**src/rtl/bk_alu_result_buffer.sv**
```systemverilog
// Result FIFO behind the combinational ALU: valid/ready on both sides, plus a
// sticky error flag and a saturating count of accepted errored results.
module bk_alu_result_buffer #(
   parameter int WIDTH = 8,
   parameter int DEPTH = 4,
   parameter int CNT_W = 8
) (
   input  logic                     clk,
   input  logic                     rst,
   input  logic                     in_valid,
   output logic                     in_ready,
   input  logic [2*WIDTH-1:0]       alu_out,
   input  logic                     alu_zero,
   input  logic                     alu_error,
   input  logic                     alu_invalid,
   input  logic [2:0]               alu_opcode,
   output logic                     out_valid,
   input  logic                     out_ready,
   output logic [2*WIDTH-1:0]       out_result,
   output logic                     out_zero,
   output logic                     out_error,
   output logic                     out_invalid,
   output logic [2:0]               out_opcode,
   output logic [$clog2(DEPTH):0]   count,
   output logic                     sticky_error,
   output logic [CNT_W-1:0]         err_count,
   input  logic                     clear_status
);

   localparam int PTR_W = $clog2(DEPTH);
   localparam int RW    = 2 * WIDTH;
   localparam logic [PTR_W:0]   FULL_CNT = (PTR_W + 1)'(DEPTH);
   localparam logic [CNT_W-1:0] ERR_MAX  = '1;

   typedef struct packed {
      logic [RW-1:0] result;
      logic          zero;
      logic          error;
      logic          invalid;
      logic [2:0]    opcode;
   } entry_t;

   entry_t           mem [DEPTH];
   entry_t           head;
   logic [PTR_W-1:0] wr_ptr;
   logic [PTR_W-1:0] rd_ptr;
   logic             push;
   logic             pop;

   always_comb begin
      in_ready  = !rst && (count < FULL_CNT);
      out_valid = (count != '0);
      push      = in_valid && in_ready;
      pop       = out_valid && out_ready;
      head      = mem[rd_ptr];
   end

   // Head fields are gated so an empty buffer never exposes stale storage.
   always_comb begin
      out_result  = '0;
      out_zero    = 1'b0;
      out_error   = 1'b0;
      out_invalid = 1'b0;
      out_opcode  = '0;
      if (out_valid) begin
         out_result  = head.result;
         out_zero    = head.zero;
         out_error   = head.error;
         out_invalid = head.invalid;
         out_opcode  = head.opcode;
      end
   end

   always_ff @(posedge clk) begin
      if (push) begin
         mem[wr_ptr] <= {alu_out, alu_zero, alu_error, alu_invalid, alu_opcode};
      end
   end

   always_ff @(posedge clk or posedge rst) begin
      if (rst) begin
         wr_ptr <= '0;
         rd_ptr <= '0;
         count  <= '0;
      end else begin
         if (push) wr_ptr <= wr_ptr + PTR_W'(1);
         if (pop)  rd_ptr <= rd_ptr + PTR_W'(1);
         if (push && !pop)      count <= count + (PTR_W + 1)'(1);
         else if (pop && !push) count <= count - (PTR_W + 1)'(1);
      end
   end

   // An errored push in the same cycle as clear_status restarts the count at 1.
   always_ff @(posedge clk or posedge rst) begin
      if (rst) begin
         sticky_error <= 1'b0;
         err_count    <= '0;
      end else if (push && alu_error) begin
         sticky_error <= 1'b1;
         if (clear_status)             err_count <= CNT_W'(1);
         else if (err_count != ERR_MAX) err_count <= err_count + CNT_W'(1);
      end else if (clear_status) begin
         sticky_error <= 1'b0;
         err_count    <= '0;
      end
   end

endmodule

```
**config.mk**
```make
export PLATFORM = sky130hd
export DESIGN_NAME = bk_alu_result_buffer
export DESIGN_NICKNAME = d
export VERILOG_FILES = /design/src/rtl/bk_alu_result_buffer.sv
export SDC_FILE = /design/constraint.sdc
export NUM_CORES = 1
export LEC_CHECK = 0
export CAP_MARGIN = 10
export CORE_MARGIN = 10
export CORE_UTILIZATION = 45
export CTS_CLUSTER_SIZE = 24
export DETAILED_ROUTE_END_ITERATION = 8
export MAX_ROUTING_LAYER = met4
export PLACE_DENSITY = 0.68
export SETUP_SLACK_MARGIN = 0.02
export SLEW_MARGIN = 20
export SYNTH_ARGS = -nofsm -noshare
export SYNTH_HDL_FRONTEND = slang
export SYNTH_SLANG_ARGS = --single-unit
export TNS_END_PERCENT = 10
```
**constraint.sdc**
```tcl
create_clock -name clk -period 2.79 [get_ports clk]
set_clock_uncertainty 0.15 [all_clocks]
set_input_delay 0.4185 -clock clk [delete_from_list [all_inputs] [get_ports clk]]
set_output_delay 0.4185 -clock clk [all_outputs]
set_load 0.05 [all_outputs]
```
Yosys cells after proc, flatten, opt, wreduce, memory -nomap -nowiden
Memories as Yosys holds them, arrays and structs flattened.
Index checks and enable logic that the tools add are counted.
{ "op_classes": {"addsub": 5, "n_lt_le_gt_ge": 1, "n_eq_ne": 1, "n_mux": 15, "n_reduce_logical": 14} }
{ "op_table": {"columns": ["operator", "count"], "rows": [
  ["8-bit 2-to-1 mux", 4],
  ["16-bit 2-to-1 mux", 1],
  ["3-bit 2-to-1 mux", 3],
  ["8-bit by 1-bit adder with 8-bit output (second input constant)", 1],
  ["8-bit inequality test (second input constant)", 1],
  ["1-bit 2-to-1 mux", 7],
  ["1-bit logical AND", 6],
  ["2-bit nonzero test", 3],
  ["2-bit by 1-bit adder with 2-bit output (second input constant)", 2],
  ["3-bit by 1-bit adder with 3-bit output (second input constant)", 1],
  ["1-bit zero test", 3],
  ["3-bit less-than comparator (second input constant)", 1],
  ["3-bit nonzero test", 1],
  ["3-bit by 1-bit subtractor with 3-bit output (second input constant)", 1],
  ["2-bit AND reduction", 1]
]} }
{ "totals": {"ff_bits": 16, "ramBits": 88, "input_bits": 27, "out_inout_bits": 36, "word_cells": 42, "memories": 1} }
{ "mem_list": {"columns": ["name", "words", "width", "rd", "rd_clocked_by_memory_dff", "write_ports", "line_no", "source"], "rows": [
  ["mem", 4, 22, 1, 0, 1, "43", "entry_t mem [DEPTH];"]
]} }

Depth between registers and ports, before layout
Gate-level depths: netlist of run 1.
{ "depth": {"ltp_word": 7, "mapped_depth": 9, "mapped_depth_nobuf": 8} }

Least setup slack after synthesis of run 1
OpenSTA, ideal clock, no wires.
{ "synth_path": {"kind": "reg2out", "startpoint": "register count[0]", "endpoint": "output port out_result[10]", "arrival_ns": 2.148, "required_ns": 2.222, "slack_ns": 0.073, "path_stages_with_launch": 5, "path_buffers": 2, "cell_sequence": "dfrtp_1 > or3_1 > clkbuf_1 > clkbuf_1 > and2_1"} }
{ "synth_via": {"elab_chain_cells": 2} }
{ "synth_lines": {"columns": ["element", "line_no", "source"], "rows": [
  ["start: declaration", "24", "output logic [$clog2(DEPTH):0] count,"],
  ["start signal: assignment", "88", "if (push && !pop) count <= count + (PTR_W + 1)'(1);"],
  ["start signal: assignment", "89", "else if (pop && !push) count <= count - (PTR_W + 1)'(1);"],
  ["3-bit nonzero test", "52", "out_valid = (count != '0);"],
  ["via out_valid", "17", "output logic out_valid,"],
  ["16-bit 2-to-1 mux", "65", "if (out_valid) begin"],
  ["end: declaration", "19", "output logic [2*WIDTH-1:0] out_result,"]
]} }
The timed path passes the listed nets, and every way through them passes these cells.

Worst setup path in the final report of run 1
{ "layout_path": {"startpoint": "register rd_ptr[0]", "endpoint": "output port out_result[7]"} }
{ "layout_via": {"elab_chain_cells": 2} }
{ "layout_lines": {"columns": ["element", "line_no", "source"], "rows": [
  ["start: declaration", "46", "logic [PTR_W-1:0] rd_ptr;"],
  ["start signal: assignment", "87", "if (pop) rd_ptr <= rd_ptr + PTR_W'(1);"],
  ["memory read 4 x 22 bit", null, null],
  ["16-bit 2-to-1 mux", "65", null]
]} }
Every way passes these cells.

==> out/qor.log, run 1 <==
qor: status.outcome finished clean
qor: timing.hold_viol 0
qor: global_routing.grt_usage 0.121
qor: clock_network.clk_latency 0.36 ns
qor: clock_network.clock_tree_buffer_depth 2
qor: setup_path.crit_path_max_fanout 8
qor: detailed_routing.routedWlPerCell 18.6 µm
qor: synthesis.synth_flop_cell sky130_fd_sc_hd__edfxtp_1
qor: placement.dp_worst_setup_slack 0.270 ns
qor: clock_network.cts.root.buffer_cell sky130_fd_sc_hd__clkbuf_8
qor: setup_path.critical_path_depth 4
qor: pwr.powerDensity 1010 mW/mm²
qor: floorplanning.fp-row-count 35
qor: timing.timing.final.crit_share 0.912
qor: setup_path.critical_path.startpoint_type flip-flop
qor: clock_network.clkSlewWorstSetupHoldPaths 0.10 ns
qor: finish.fillerInstances 724
qor: setup_path.critical_path_buf_inv_count 2
qor: clock_network.post_cts_hold_buffer_count 0
qor: global_routing.antenna_violations_before_repair 0
qor: finish.multi_input_gate_area 0.00117 mm²
qor: finish.layout.cells.non_filler 438
qor: global_routing.first_pass_grt_wire_length 13.0 mm
qor: placement.port_buffers 62
qor: synthesis.ys.warnings.count 0
qor: clock_network.cts_htree_levels 3
qor: timing.final_period_minus_worst_setup_slack 2.55 ns
qor: global_routing.first_global_vias 2,435
qor: floorplanning.placeable_core_area 0.00928 mm²
qor: timing.grt_setup_unrepaired false
qor: setup_path.ff2ff_setup_slack 0.49 ns
qor: detailed_routing.postRouteWirelength 8.13 mm
qor: clock_network.postCtsSetupRepairBufs 0
qor: synthesis.synth_fp_nets 265
qor: setup_path.timing.critical_path.cells buf_4, mux4_2, and2_1, buf_4
qor: detailed_routing.via_count 2,280
qor: global_routing.grt_start_max_net_pins 25
qor: timing.setup-violations-final 0
qor: timing.setup_total_negative_slack 0 ns
qor: clock_network.cts_buffers 9
qor: setup_path.critical_path_required 2.22 ns
qor: setup_path.critPathMostFrequentCell sky130_fd_sc_hd__buf_4
qor: finish.n_antenna_cell 0
qor: floorplanning.floorplan.initialDensity 0.465
qor: synthesis.post_synth_edffs 88
qor: timing.finalMaxSlewViolations 0
qor: min_path.worst_hold_path.num_cells 1
qor: detailed_routing.drc_violation_count_after_routing 0
qor: synthesis.postSynth.asyncResetShare 0.154
qor: synthesis.synth_seq_cells 104
qor: setup_path.slowest_cp_cell sky130_fd_sc_hd__mux4_2
qor: setup_path.worstReg2RegEnd count[2]
qor: placement.post-place-cells 422
qor: finish.layout.area.seq 0.00304 mm²
qor: finish.final_net_count 338
qor: setup_path.criticalPathCategory reg -> out
qor: finish.share_of_final_layout_standard_cells_stronger_than_drive_strength_1 0.233
qor: setup_path.critical_path.top_delay_family multiplexers
qor: job.max-cap-violations 0
qor: floorplanning.die-width 118 µm
qor: placement.hpwlAfterDp 5.39 mm
qor: clock_network.tritoncts_num_sinks 104
qor: synthesis.synth_cell_types 45
qor: timing.tightestPinTransition 0.645 ns
qor: synthesis.synth_seq_area_share 0.704
qor: clock_network.tritoncts_clock_tree yes
qor: min_path.min-delay-path-class reg -> reg
qor: pwr.power.static_leakage 1.83 nW
qor: synthesis.post_synth_instance_area 0.00432 mm²
qor: global_routing.grt-ovfl-total 0
qor: floorplanning.die-height 118 µm
qor: setup_path.critPathLaunch rd_ptr[0]
qor: timing.slew_headroom 0.569
qor: placement.gpl.final_weighted_congestion 0.827
qor: pwr.worst_ir_drop_vdd 0.411 mV
qor: setup_path.critPathArrivalTime 1.98 ns
qor: finish.finish.utilization 0.568
qor: floorplanning.ios 63
qor: detailed_routing.detail_route.iter0.violations 99
qor: timing.achievable-frequency 393 MHz
qor: timing.setup_slack 0.245 ns
qor: synthesis.post_syn_area_per_cell 18.7 µm²
qor: synthesis.syn_inst 231
qor: setup_path.critPathCaptureType output pin
qor: setup_path.worst_r2r_startpoint count[0]
qor: setup_path.cp_slowest_stage_delay 0.53 ns
qor: detailed_routing.drt_pre_antenna_iters 4
qor: finish.flow.area_growth_from_synthesis 22.0%
qor: setup_path.rr_worst_depth 8
qor: detailed_routing.vias_per_cell 5.21
qor: detailed_routing.postRouteAntennaNets 0
qor: setup_path.timing_endpoint_of_the_critical_path out_result[7]
qor: floorplanning.die_area 0.0139 mm²
[sequential cells by signal, summed over array words and instances, names as in the netlist]
register / flops
rd_ptr: 2
mem: 88
count: 3
sticky_error: 1
wr_ptr: 2
err_count: 8
[cell type report]
type,instances,share of cell area
Inverter,6,0.00427
Multi-Input combinational cell,110,0.221
Timing Repair Buffer,73,0.130
Clock inverter,6,0.0128
Tap cell,129,0.0306
Sequential cell,104,0.577
Clock buffer,10,0.0242
[per-stage QoR]
stage	hold WS (ns)	cell area, µm²	total power, mW
2_1_floorplan	0.182	4320	3.78
3_3_place_gp	0.318	5080	4.46
3_5_place_dp	0.326	5080	4.48
4_1_cts	0.349	5270	5.41
5_1_grt	0.373	5270	5.60
6_report	0.340	5270	5.32
[worst register-to-register path, delay by kind of cell, from the launching register on]
family | cells | cell delay, ns
buffers and inverters | 1 | 0.06
AND/OR/NAND/NOR | 3 | 0.67
XOR/XNOR | 2 | 0.32
flip-flops | 1 | 0.46
adder cells (fa/ha/maj) | 2 | 0.56
[routing by layer]
layer,vias up,track usage,share of wire
met5,-,-,0
met4,0,0.0440,0.015
met3,13,0.0393,0.054
met2,66,0.194,0.50
met1,1148,0.141,0.43
li1,1053,-,-
[kinds of logic (layout without fill, tap and decap cells)]
family / Yosys count / count (layout) / share of synthesized area
buffers and inverters: 17 / 95 / 0.0258
XOR/XNOR: 6 / 6 / 0.0122
multiplexers: 25 / 25 / 0.125
AO/OA/AOI/OAI: 17 / 17 / 0.0316
adder cells (fa/ha/maj): 7 / 7 / 0.0220
flip-flops: 104 / 104 / 0.704
AND/OR/NAND/NOR: 55 / 55 / 0.0794
[repair_timing]
action,4_1_cts,5_1_grt
gates resized for setup,0,1
endpoints found under the setup margin,0,1
endpoints found under the hold margin,0,0
[Yosys cell counts (2+ instances only)]
| library cell | n | area share |
|---|---|---|
| sky130_fd_sc_hd__a21oi_1 | 2 | 0.0023 |
| sky130_fd_sc_hd__a311oi_1 | 2 | 0.0041 |
| sky130_fd_sc_hd__a31oi_1 | 2 | 0.0029 |
| sky130_fd_sc_hd__a41oi_1 | 2 | 0.0041 |
| sky130_fd_sc_hd__and2_1 | 28 | 0.041 |
| sky130_fd_sc_hd__buf_12 | 2 | 0.0093 |
| sky130_fd_sc_hd__buf_2 | 3 | 0.0035 |
| sky130_fd_sc_hd__clkbuf_1 | 4 | 0.0035 |
| sky130_fd_sc_hd__dfrtp_1 | 16 | 0.093 |
| sky130_fd_sc_hd__edfxtp_1 | 88 | 0.61 |
| sky130_fd_sc_hd__ha_1 | 6 | 0.017 |
| sky130_fd_sc_hd__inv_1 | 6 | 0.0052 |
| sky130_fd_sc_hd__mux4_1 | 3 | 0.018 |
| sky130_fd_sc_hd__mux4_2 | 19 | 0.099 |
| sky130_fd_sc_hd__nand2_1 | 7 | 0.0061 |
| sky130_fd_sc_hd__nand3_1 | 4 | 0.0046 |
| sky130_fd_sc_hd__nor2_1 | 4 | 0.0035 |
| sky130_fd_sc_hd__nor3_1 | 2 | 0.0023 |
| sky130_fd_sc_hd__xnor2_1 | 4 | 0.0081 |
| sky130_fd_sc_hd__xor2_1 | 2 | 0.0041 |
[where the power goes]
group	internal (mW)	switching [mW]
logic	0.951	1.49
clock network	0.420	0.495
registers	1.85	0.117
total	3.22	2.11
[worst min path at each step]
stage               slack [ns]          from           end
CTS                       0.35  sticky_error  sticky_error
finish                    0.34  sticky_error  sticky_error
floorplan                 0.18           rst      count[0]
global route              0.37  sticky_error  sticky_error
detailed placement        0.33  sticky_error  sticky_error
global placement          0.32  sticky_error  sticky_error
[cells in the final DEF, fill, tap and decap left out, drive strengths merged, types with 2 or more instances in the layout]
| master | n |
|---|---|
| a311oi | 2 |
| xnor2 | 4 |
| a41oi | 2 |
| nand3 | 4 |
| and2 | 28 |
| nor3 | 2 |
| clkinv | 2 |
| xor2 | 2 |
| nand2 | 7 |
| mux2 | 2 |
| clkbuf | 10 |
| edfxtp | 88 |
| nor4 | 2 |
| buf | 34 |
| nor2 | 4 |
| mux4 | 22 |
| a21oi | 2 |
| ha | 6 |
| clkdlybuf4s50 | 39 |
| inv | 8 |
| dfrtp | 16 |
| a31oi | 2 |
Note: power is estimated with default switching activity, not from simulation.
==> inputs of run 2 (changes only) <==
--- a/config.mk
+++ b/config.mk
@@ -8,7 +8,7 @@
 export CAP_MARGIN = 10
 export CORE_MARGIN = 10
 export CORE_UTILIZATION = 45
-export CTS_CLUSTER_SIZE = 24
+export CTS_CLUSTER_SIZE = 28
 export DETAILED_ROUTE_END_ITERATION = 8
 export MAX_ROUTING_LAYER = met4
 export PLACE_DENSITY = 0.68
==> results of run 2 <==
No change in the layout: final DEF, timing and power equal those of run 1.
